File: config.mk
export PLATFORM = sky130hd
export DESIGN_NAME = io_input
export DESIGN_NICKNAME = d
export VERILOG_FILES = /design/src/rtl/io_input.sv
export SDC_FILE = /design/constraint.sdc
export NUM_CORES = 1
export LEC_CHECK = 0
export CAP_MARGIN = 10
export CORE_MARGIN = 5
export CORE_UTILIZATION = 38
export DETAILED_ROUTE_END_ITERATION = 16
export HOLD_SLACK_MARGIN = 0.15
export PLACE_DENSITY = 0.63
export SLEW_MARGIN = 20
export SYNTH_ARGS = -nofsm -noshare
export SYNTH_HDL_FRONTEND = slang
export SYNTH_SLANG_ARGS = --single-unit
File: constraint.sdc
create_clock -name clk -period 13.7 [get_ports clk]
set_clock_uncertainty 0.1 [all_clocks]
set_input_delay 4.11 -clock clk [delete_from_list [all_inputs] [get_ports clk]]
set_output_delay 4.11 -clock clk [all_outputs]
set_load 0.005 [all_outputs]
File: src/rtl/io_input.sv
// Memory-mapped 8-bit input port: synchronized, per-bit debounced pins with sticky
// rising-edge capture, interrupt mask and a fixed two-cycle read latency.
module io_input #(
    parameter int DEBOUNCE_CYCLES = 4
) (
    input  logic        clk,
    input  logic        reset,
    input  logic        read,
    input  logic        write,
    input  logic [1:0]  address,
    input  logic [31:0] dataIn,
    output logic        readValid,
    output logic [31:0] dataOut,
    input  logic [7:0]  ioIn,
    output logic        irq
);

    localparam logic [7:0] CNT_MAX = 8'(DEBOUNCE_CYCLES - 1);

    localparam logic [1:0] ADDR_STATE = 2'd0;
    localparam logic [1:0] ADDR_EDGE  = 2'd1;
    localparam logic [1:0] ADDR_MASK  = 2'd2;

    logic            read_q;
    logic            write_q;
    logic [1:0]      addr_q;
    logic [7:0]      data_in_q;

    logic [7:0]      sync1_q;
    logic [7:0]      sync2_q;
    logic [7:0]      stable_q, stable_d;
    logic [7:0][7:0] cnt_q, cnt_d;
    logic [7:0]      edge_flags_q, edge_flags_d;
    logic [7:0]      mask_q, mask_d;

    logic            read_valid_q;
    logic [7:0]      data_out_q;

    logic [7:0]      rise;
    logic [7:0]      edge_clr;
    logic [7:0]      rd_data;
    logic            unused_data_hi;

    assign unused_data_hi = ^dataIn[31:8];

    // Bus front end: requests are registered, so everything downstream sees them one cycle late.
    always_ff @(posedge clk or posedge reset) begin
        if (reset) begin
            read_q  <= 1'b0;
            write_q <= 1'b0;
            addr_q  <= 2'd0;
        end else begin
            read_q  <= read;
            write_q <= write;
            addr_q  <= address;
        end
    end

    always_ff @(posedge clk) begin
        data_in_q <= dataIn[7:0];
    end

    // A bit only moves once it has disagreed with the filtered value for DEBOUNCE_CYCLES cycles in a row.
    always_comb begin
        stable_d = stable_q;
        cnt_d    = cnt_q;
        for (int i = 0; i < 8; i++) begin
            if (sync2_q[i] == stable_q[i]) begin
                cnt_d[i] = 8'd0;
            end else if (cnt_q[i] == CNT_MAX) begin
                stable_d[i] = sync2_q[i];
                cnt_d[i]    = 8'd0;
            end else begin
                cnt_d[i] = cnt_q[i] + 8'd1;
            end
        end
    end

    // Set is applied after clear so a rising edge wins over a simultaneous W1C.
    assign rise         = stable_d & ~stable_q;
    assign edge_clr     = (write_q && addr_q == ADDR_EDGE) ? data_in_q : 8'h00;
    assign edge_flags_d = (edge_flags_q & ~edge_clr) | rise;
    assign mask_d       = (write_q && addr_q == ADDR_MASK) ? data_in_q : mask_q;

    always_comb begin
        rd_data = sync2_q;
        case (addr_q)
            ADDR_STATE: rd_data = stable_q;
            ADDR_EDGE:  rd_data = edge_flags_q;
            ADDR_MASK:  rd_data = mask_q;
            default:    rd_data = sync2_q;
        endcase
    end

    always_ff @(posedge clk or posedge reset) begin
        if (reset) begin
            sync1_q      <= 8'h00;
            sync2_q      <= 8'h00;
            stable_q     <= 8'h00;
            cnt_q        <= '0;
            edge_flags_q <= 8'h00;
            mask_q       <= 8'h00;
            read_valid_q <= 1'b0;
            data_out_q   <= 8'h00;
        end else begin
            sync1_q      <= ioIn;
            sync2_q      <= sync1_q;
            stable_q     <= stable_d;
            cnt_q        <= cnt_d;
            edge_flags_q <= edge_flags_d;
            mask_q       <= mask_d;
            read_valid_q <= read_q;
            if (read_q) begin
                data_out_q <= rd_data;
            end
        end
    end

    assign readValid = read_valid_q;
    assign dataOut   = {24'h000000, data_out_q};
    assign irq       = |(edge_flags_q & mask_q);

endmodule

Word-level counts from Yosys, hierarchy flattened:

Index checks and enable logic that the tools add are counted.

* flip-flop bits (word level): 125
* input port bits: 46
* word-level logic and storage cells: 89

* add/sub/neg operators: 8
* equal/unequal tests: 18
* multiplexer cells: 34
* bitwise operators: 6
* reductions and logical operators: 4

Operators by type and width (number)
* $mux 8: 17
* $add 8x1->8 const B: 8
* $eq 8x2->1 const B: 8
* $and 8x8->8: 3
* $pmux 8 s3: 1
* $mux 1: 16
* $not 8->8: 2
* $eq 1x1->1: 8
* $or 8x8->8: 1
* $reduce_or 8->1: 1
* $eq 2x1->1 const B: 1
* $eq 2x2->1 const B: 1
* $logic_and 1x1->1: 2
* $logic_not 2->1: 1

Depth between registers and ports, before layout:

Gate-level depths: netlist of run 1.

* depth after elaboration: 6
* gate-level depth with buffers: 5

Worst setup path after synthesis of run 1:

No wires, ideal clock.

* path type: register to output
* from: reg edge_flags_q[0]
* to: out irq
* data arrival time: 0.654 ns
* data required time: 9.490 ns
* slack: 8.836 ns
* stages on the path, launching flop included: 3
* path buffers: 0
* cell sequence: dfrtp_1 -> a22oi_1 -> nand4_1

* cells in the longest elaborated chain, start to end: 2

RTL lines
* start: declaration: RTL line 33 `logic [7:0] edge_flags_q, edge_flags_d;`
* start signal: assignment: RTL line 110 `edge_flags_q <= edge_flags_d;`
* $and 8x8->8: RTL line 121 `assign irq = |(edge_flags_q & mask_q);`
* $reduce_or 8->1: RTL line 121
* end: declaration: RTL line 15 `output logic irq`

No other way between the ends.

Final worst setup path of run 1:

* from: reg edge_flags_q[2]
* to: out irq

The elaborated chain is that of the path after synthesis.

==> results.txt, run 1 <==
CP Capture Type: output pin
Clk sink count: 125
Final period utilization: 43.06%
Asr flop ratio synth: 93.60%
Clock transition at path regs: 0.05 ns
Hold EP: sync2_q[1]
Nets@finish: 569
Mean Syn Cell Area: 11.98 um^2
Max-slew violations: 0
Initial antenna violation count: 0
Hold WS: 0.2463 ns
Fill cells: 1316
Share of layout cells above drive strength 1: 15.46%
# setup viols final: 0
FF+latch count, synth: 125
Hold Path Stages: 0
Post-CTS Setup Repair Bufs: 0
Achievable frequency: 169.5 MHz
Gr usage total: 12.05%
Die Y-Extent: 131.2 um
Non-filler cells, final: 708
Hpwl dp: 6740 um
DR vias: 3538
Initial DRC count: 259
Final min period: 5.899 ns
1st-pass router iterations: 4
Worst reg2reg path endpoint: data_out_q[4]
Die Area: 17220 um^2
Die Wd: 131.2 um
Dpl cells: 677
I/O pin count: 80
Synth warnings: 0
Slowest CP cell: clkdlybuf4s50_1
Antenna fix cells: 0
Slew @ Worst Pin: 0.7454 ns
Root buffer cell: clkbuf_16
Row count: 44
CTS tree: built
Routed wire length: 9910 um
Share of the synthesized area in the top cell type: 52.43%
Dpl ws: 7.616 ns
WS Path Type: flip-flop to output pin
Critical Path Fanout Max: 3
Post-detailed-route count of antenna-violating nets: 0
Startpoint class of the critical path: flip-flop
Hold buffers post-CTS: 0
Pwr dens: 179.7 nW/um^2
Worst reg2reg setup slack: 11.90 ns
Mapped Area: 5584 um^2
Layout area overhead: 18.71%
Max-slew headroom: 50.31%
Number of port buffers: 31
Maximum VDD drop: 101.9 uV
Top post-synthesis cells by area: dfrtp_1, xor2_1, mux2_2
Vias in the first global route: 3638
Max Cap Viol: 0
Worst skew pair latency: 0.40 ns
Post-Syn Instances: 466
Setup ws final: 7.801 ns
RePlAce Congestion: 0.8303
Starting Density: 38.57%
Grt total ovfl: 0
Core Footprint: 14480 um^2
P_leak: 0.002831 uW
Number of synthesized flops with an enable pin: 0
Via-to-Cell Ratio: 4.997
Yosys cell types: 39
Synth cell count leaders: dfrtp_1, nand3_1, nor2_1
WP data required: 9.49 ns
Core Util, Final: 45.78%
Count leader, synth: dfrtp_1
DRC: 0
Clk buf depth: 2
Largest stage delay on the critical path: 0.48 ns
Hold Crit Start: sync1_q[1]
RR Startpoint: addr_q[0]
Yosys top cell by area: dfrtp_1
H-tree depth: 4
RSZ-0062 raised after global routing: false
Setup TNS: 0 ns
Top_reg_cell synth: dfrtp_1
Largest net degree at the start of global routing: 83
Final hold vios: 0
Global-route wire length before repair: 17310 um
WL/cell: 14.00 um
Crit path cell chain: a22oi_1 > nand4_1 > clkdlybuf4s50_1
Hold crit path type: flip-flop to flip-flop
Status: finished clean
Worst EP arrival: 1.69 ns
Post-cts gate resize count: 0
CTS buffer count: 17
Worst reg2reg path depth: 2
Sequential share of the synthesized area: 55.30%
## final cells by class
type	instances	area, um^2	share of cell area, %
inverter	8	32.53	0.4908
tap	184	230.2	3.473
timing repair buffer	32	321.6	4.851
multi-input combinational	328	2340	35.30
clock inverter	7	135.1	2.039
clock buffer	24	481.7	7.267
sequential	125	3088	46.58
## metrics by stage
step / area [um^2] / power, uW
2_1_floorplan: 5670 / 655.7
3_3_place_gp: 6008 / 724.9
3_5_place_dp: 6008 / 732.0
4_1_cts: 6625 / 1208
5_1_grt: 6629 / 1260
6_report: 6629 / 1191
## placed cells by master (no fill, tap or decap), types with 17 or more instances in the layout
master,synthesis,final
nand3_1,33,33
nor2_1,33,33
o21ai_0,24,24
dfrtp_1,117,117
nand2_1,23,23
conb_1,1,24
mux2_2,17,17
xor2_1,23,23
or3_1,24,24
a21oi_1,23,23
clkbuf_16,0,17
clkdlybuf4s50_1,0,31
## where the power goes
group          switching [uW]  internal, uW
Sequential               69.2           434
Combinational            96.5           127
Clock                     147           317
Total                     313           878
## sequential cells by signal, summed over array words and instances, names as in the netlist
| signal | cells |
|---|---|
| write_q | 1 |
| stable_q | 8 |
| mask_q | 8 |
| data_in_q | 8 |
| data_out_q | 8 |
| addr_q | 2 |
| sync2_q | 8 |
| sync1_q | 8 |
| readValid | 1 |
| cnt_q | 64 |
| read_q | 1 |
| edge_flags_q | 8 |
## logic make-up after synthesis
group	count (synthesis)	share of synthesized area, %
adder cells (fa/ha/maj)	11	2.465
buffers and inverters	36	4.347
XOR/XNOR	32	5.019
multiplexers	32	8.537
AO/OA/AOI/OAI	74	8.291
flip-flops	125	55.30
AND/OR/NAND/NOR	155	15.98
other	1	0.06715
## routing by layer
metal / share of wire, % / vias up / global-route usage (%)
met5: 0 / - / 0
met4: 0.81 / 0 / 4.850
met3: 4.4 / 8 / 3.517
met2: 49 / 69 / 19.05
met1: 46 / 1742 / 15.58
li1: - / 1719 / -
## critical path, delay by kind of cell, from the launching register on
kind,cells,cell delay (ns)
AND/OR/NAND/NOR,1,0.17
flip-flops,1,0.39
AO/OA/AOI/OAI,1,0.24
buffers and inverters,1,0.48
## worst max-delay path by stage
| stage | start | end |
|---|---|---|
| detailed placement | reset | cnt_q[53] |
| finish | edge_flags_q[2] | irq |
| global route | edge_flags_q[2] | irq |
| floorplan | reset | addr_q[0] |
| global placement | reset | cnt_q[51] |
| CTS | edge_flags_q[2] | irq |
(Power assumes the default switching activity.)
==> inputs of run 2 (changes only) <==
==> constraint.sdc (replaced) <==
create_clock -name clk -period 5.8 [get_ports clk]
set_clock_uncertainty 0.1 [all_clocks]
set_input_delay 1.74 -clock clk [delete_from_list [all_inputs] [get_ports clk]]
set_output_delay 1.74 -clock clk [all_outputs]
set_load 0.005 [all_outputs]
==> results.txt, run 2 (synthesis gave the netlist of run 1 again) <==
Status: finished clean
DRC: 0
Pwr dens: 414.9 nW/um^2
Post-detailed-route count of antenna-violating nets: 0
I/O pin count: 80
1st-pass router iterations: 4
Worst EP arrival: 1.71 ns
CTS tree: built
Largest Register: cnt_q
RePlAce Congestion: 0.7716
Worst reg2reg path depth: 2
Commonest non-fill, non-tap cell in the layout: dfrtp_1
Final period utilization: 61.28%
Post-cts gate resize count: 0
Dpl ws: 2.435 ns
Setup TNS: 0 ns
Post-Place Cell Area: 6016 um^2
Startpoint class of the critical path: flip-flop
Buf/Inv on CP: 1
Gr usage total: 12.14%
Worst reg2reg path endpoint: data_out_q[3]
WL/cell: 14.14 um
Share of layout cells above drive strength 1: 15.97%
Clock transition at path regs: 0.05 ns
Final hold vios: 0
Slowest CP cell: clkdlybuf4s50_1
Maximum VDD drop: 256.8 uV
Initial antenna violation count: 0
CTS buffer count: 17
Max reg flops: 64
Crit path cell chain: a22oi_1 > nand4_1 > clkdlybuf4s50_1
Commonest cells after routing, fill and taps aside: dfrtp_1, nand3_1, nor2_1
Vias in the first global route: 3650
Hold WS: 0.2486 ns
Hpwl dp: 7011 um
RSZ-0062 raised after global routing: false
Hold buffers post-CTS: 0
# setup viols final: 0
Clk sink count: 125
Setup ws final: 2.246 ns
Core Footprint: 14480 um^2
Clk buf depth: 2
Largest stage delay on the critical path: 0.49 ns
Row count: 44
Worst reg2reg setup slack: 4.00 ns
Number of port buffers: 31
Antenna fix cells: 0
Global-route wire length before repair: 17420 um
Worst skew pair latency: 0.41 ns
Starting Density: 38.57%
Initial DRC count: 167
P_leak: 0.002824 uW
Max-slew violations: 0
Routed wire length: 10040 um
Die Y-Extent: 131.2 um
Hold crit path type: flip-flop to flip-flop
Root buffer cell: clkbuf_16
RR Startpoint: addr_q[0]
Die Wd: 131.2 um
Max-slew headroom: 39.40%
Largest net degree at the start of global routing: 76
Number of cells on the critical path: 3
H-tree depth: 4
Critical Path End: irq
Crit path launch: edge_flags_q[2]
Delay-heaviest family, CP: buffers and inverters
Max Cap Viol: 0
CP Capture Type: output pin
Layout area overhead: 18.15%
Achievable frequency: 281.4 MHz
Nets@finish: 570
Grt total ovfl: 0
Final Cell Area: 6598 um^2
Final min period: 3.554 ns
DR vias: 3543
WS Path Type: flip-flop to output pin
Die Area: 17220 um^2
Via-to-Cell Ratio: 4.990
Post-CTS Setup Repair Bufs: 0
Slew @ Worst Pin: 0.9090 ns
Critical Path Fanout Max: 3
WP data required: 3.96 ns
-- run 2: worst min path at each step --
stage               start    endpoint  slack [ns]  depth (start not counted)
5_1_grt        sync1_q[5]  sync2_q[5]        0.26                          0
4_1_cts        sync1_q[7]  sync2_q[7]        0.25                          0
2_1_floorplan  sync1_q[0]  sync2_q[0]        0.23                          0
6_report       sync1_q[7]  sync2_q[7]        0.25                          0
3_5_place_dp   sync1_q[2]  sync2_q[2]        0.24                          0
3_3_place_gp   sync1_q[5]  sync2_q[5]        0.23                          0
-- run 2: metrics by stage --
stage	cells	util, %	total power (uW)
final	710	45.57	2737
after global routing	710	45.57	2885
after CTS	710	45.57	2778
after detailed placement	678	41.55	1733
after global placement	678	41.55	1715
after floorplan	489	-	1549
-- run 2: layout make-up --
type | instances | area [um^2]
Fill cell | 1288 | 7881
Sequential cell | 125 | 3088
Multi-Input combinational cell | 328 | 2340
Clock buffer | 24 | 491.7
Timing Repair Buffer | 33 | 325.3
Tap cell | 184 | 230.2
Clock inverter | 8 | 90.09
Inverter | 8 | 32.53
-- run 2: power by group --
part | internal [uW] | switching [uW] | total, uW
logic | 300 | 228 | 527
clock network | 673 | 350 | 1020
registers | 1020 | 163 | 1190
-- run 2: per-layer routing --
layer	global-route usage, %	part of all wire [%]	vias up
met1	16.19	47	1750
met4	4.850	1.4	0
met2	18.54	47	67
li1	-	-	1714
met5	0	0	-
met3	3.708	4.3	12
-- run 2: worst register-to-register path: stages, from the launching register on --
cell	delay, ns
dfrtp_1	0.72
mux4_2	0.60
mux2_4	0.27
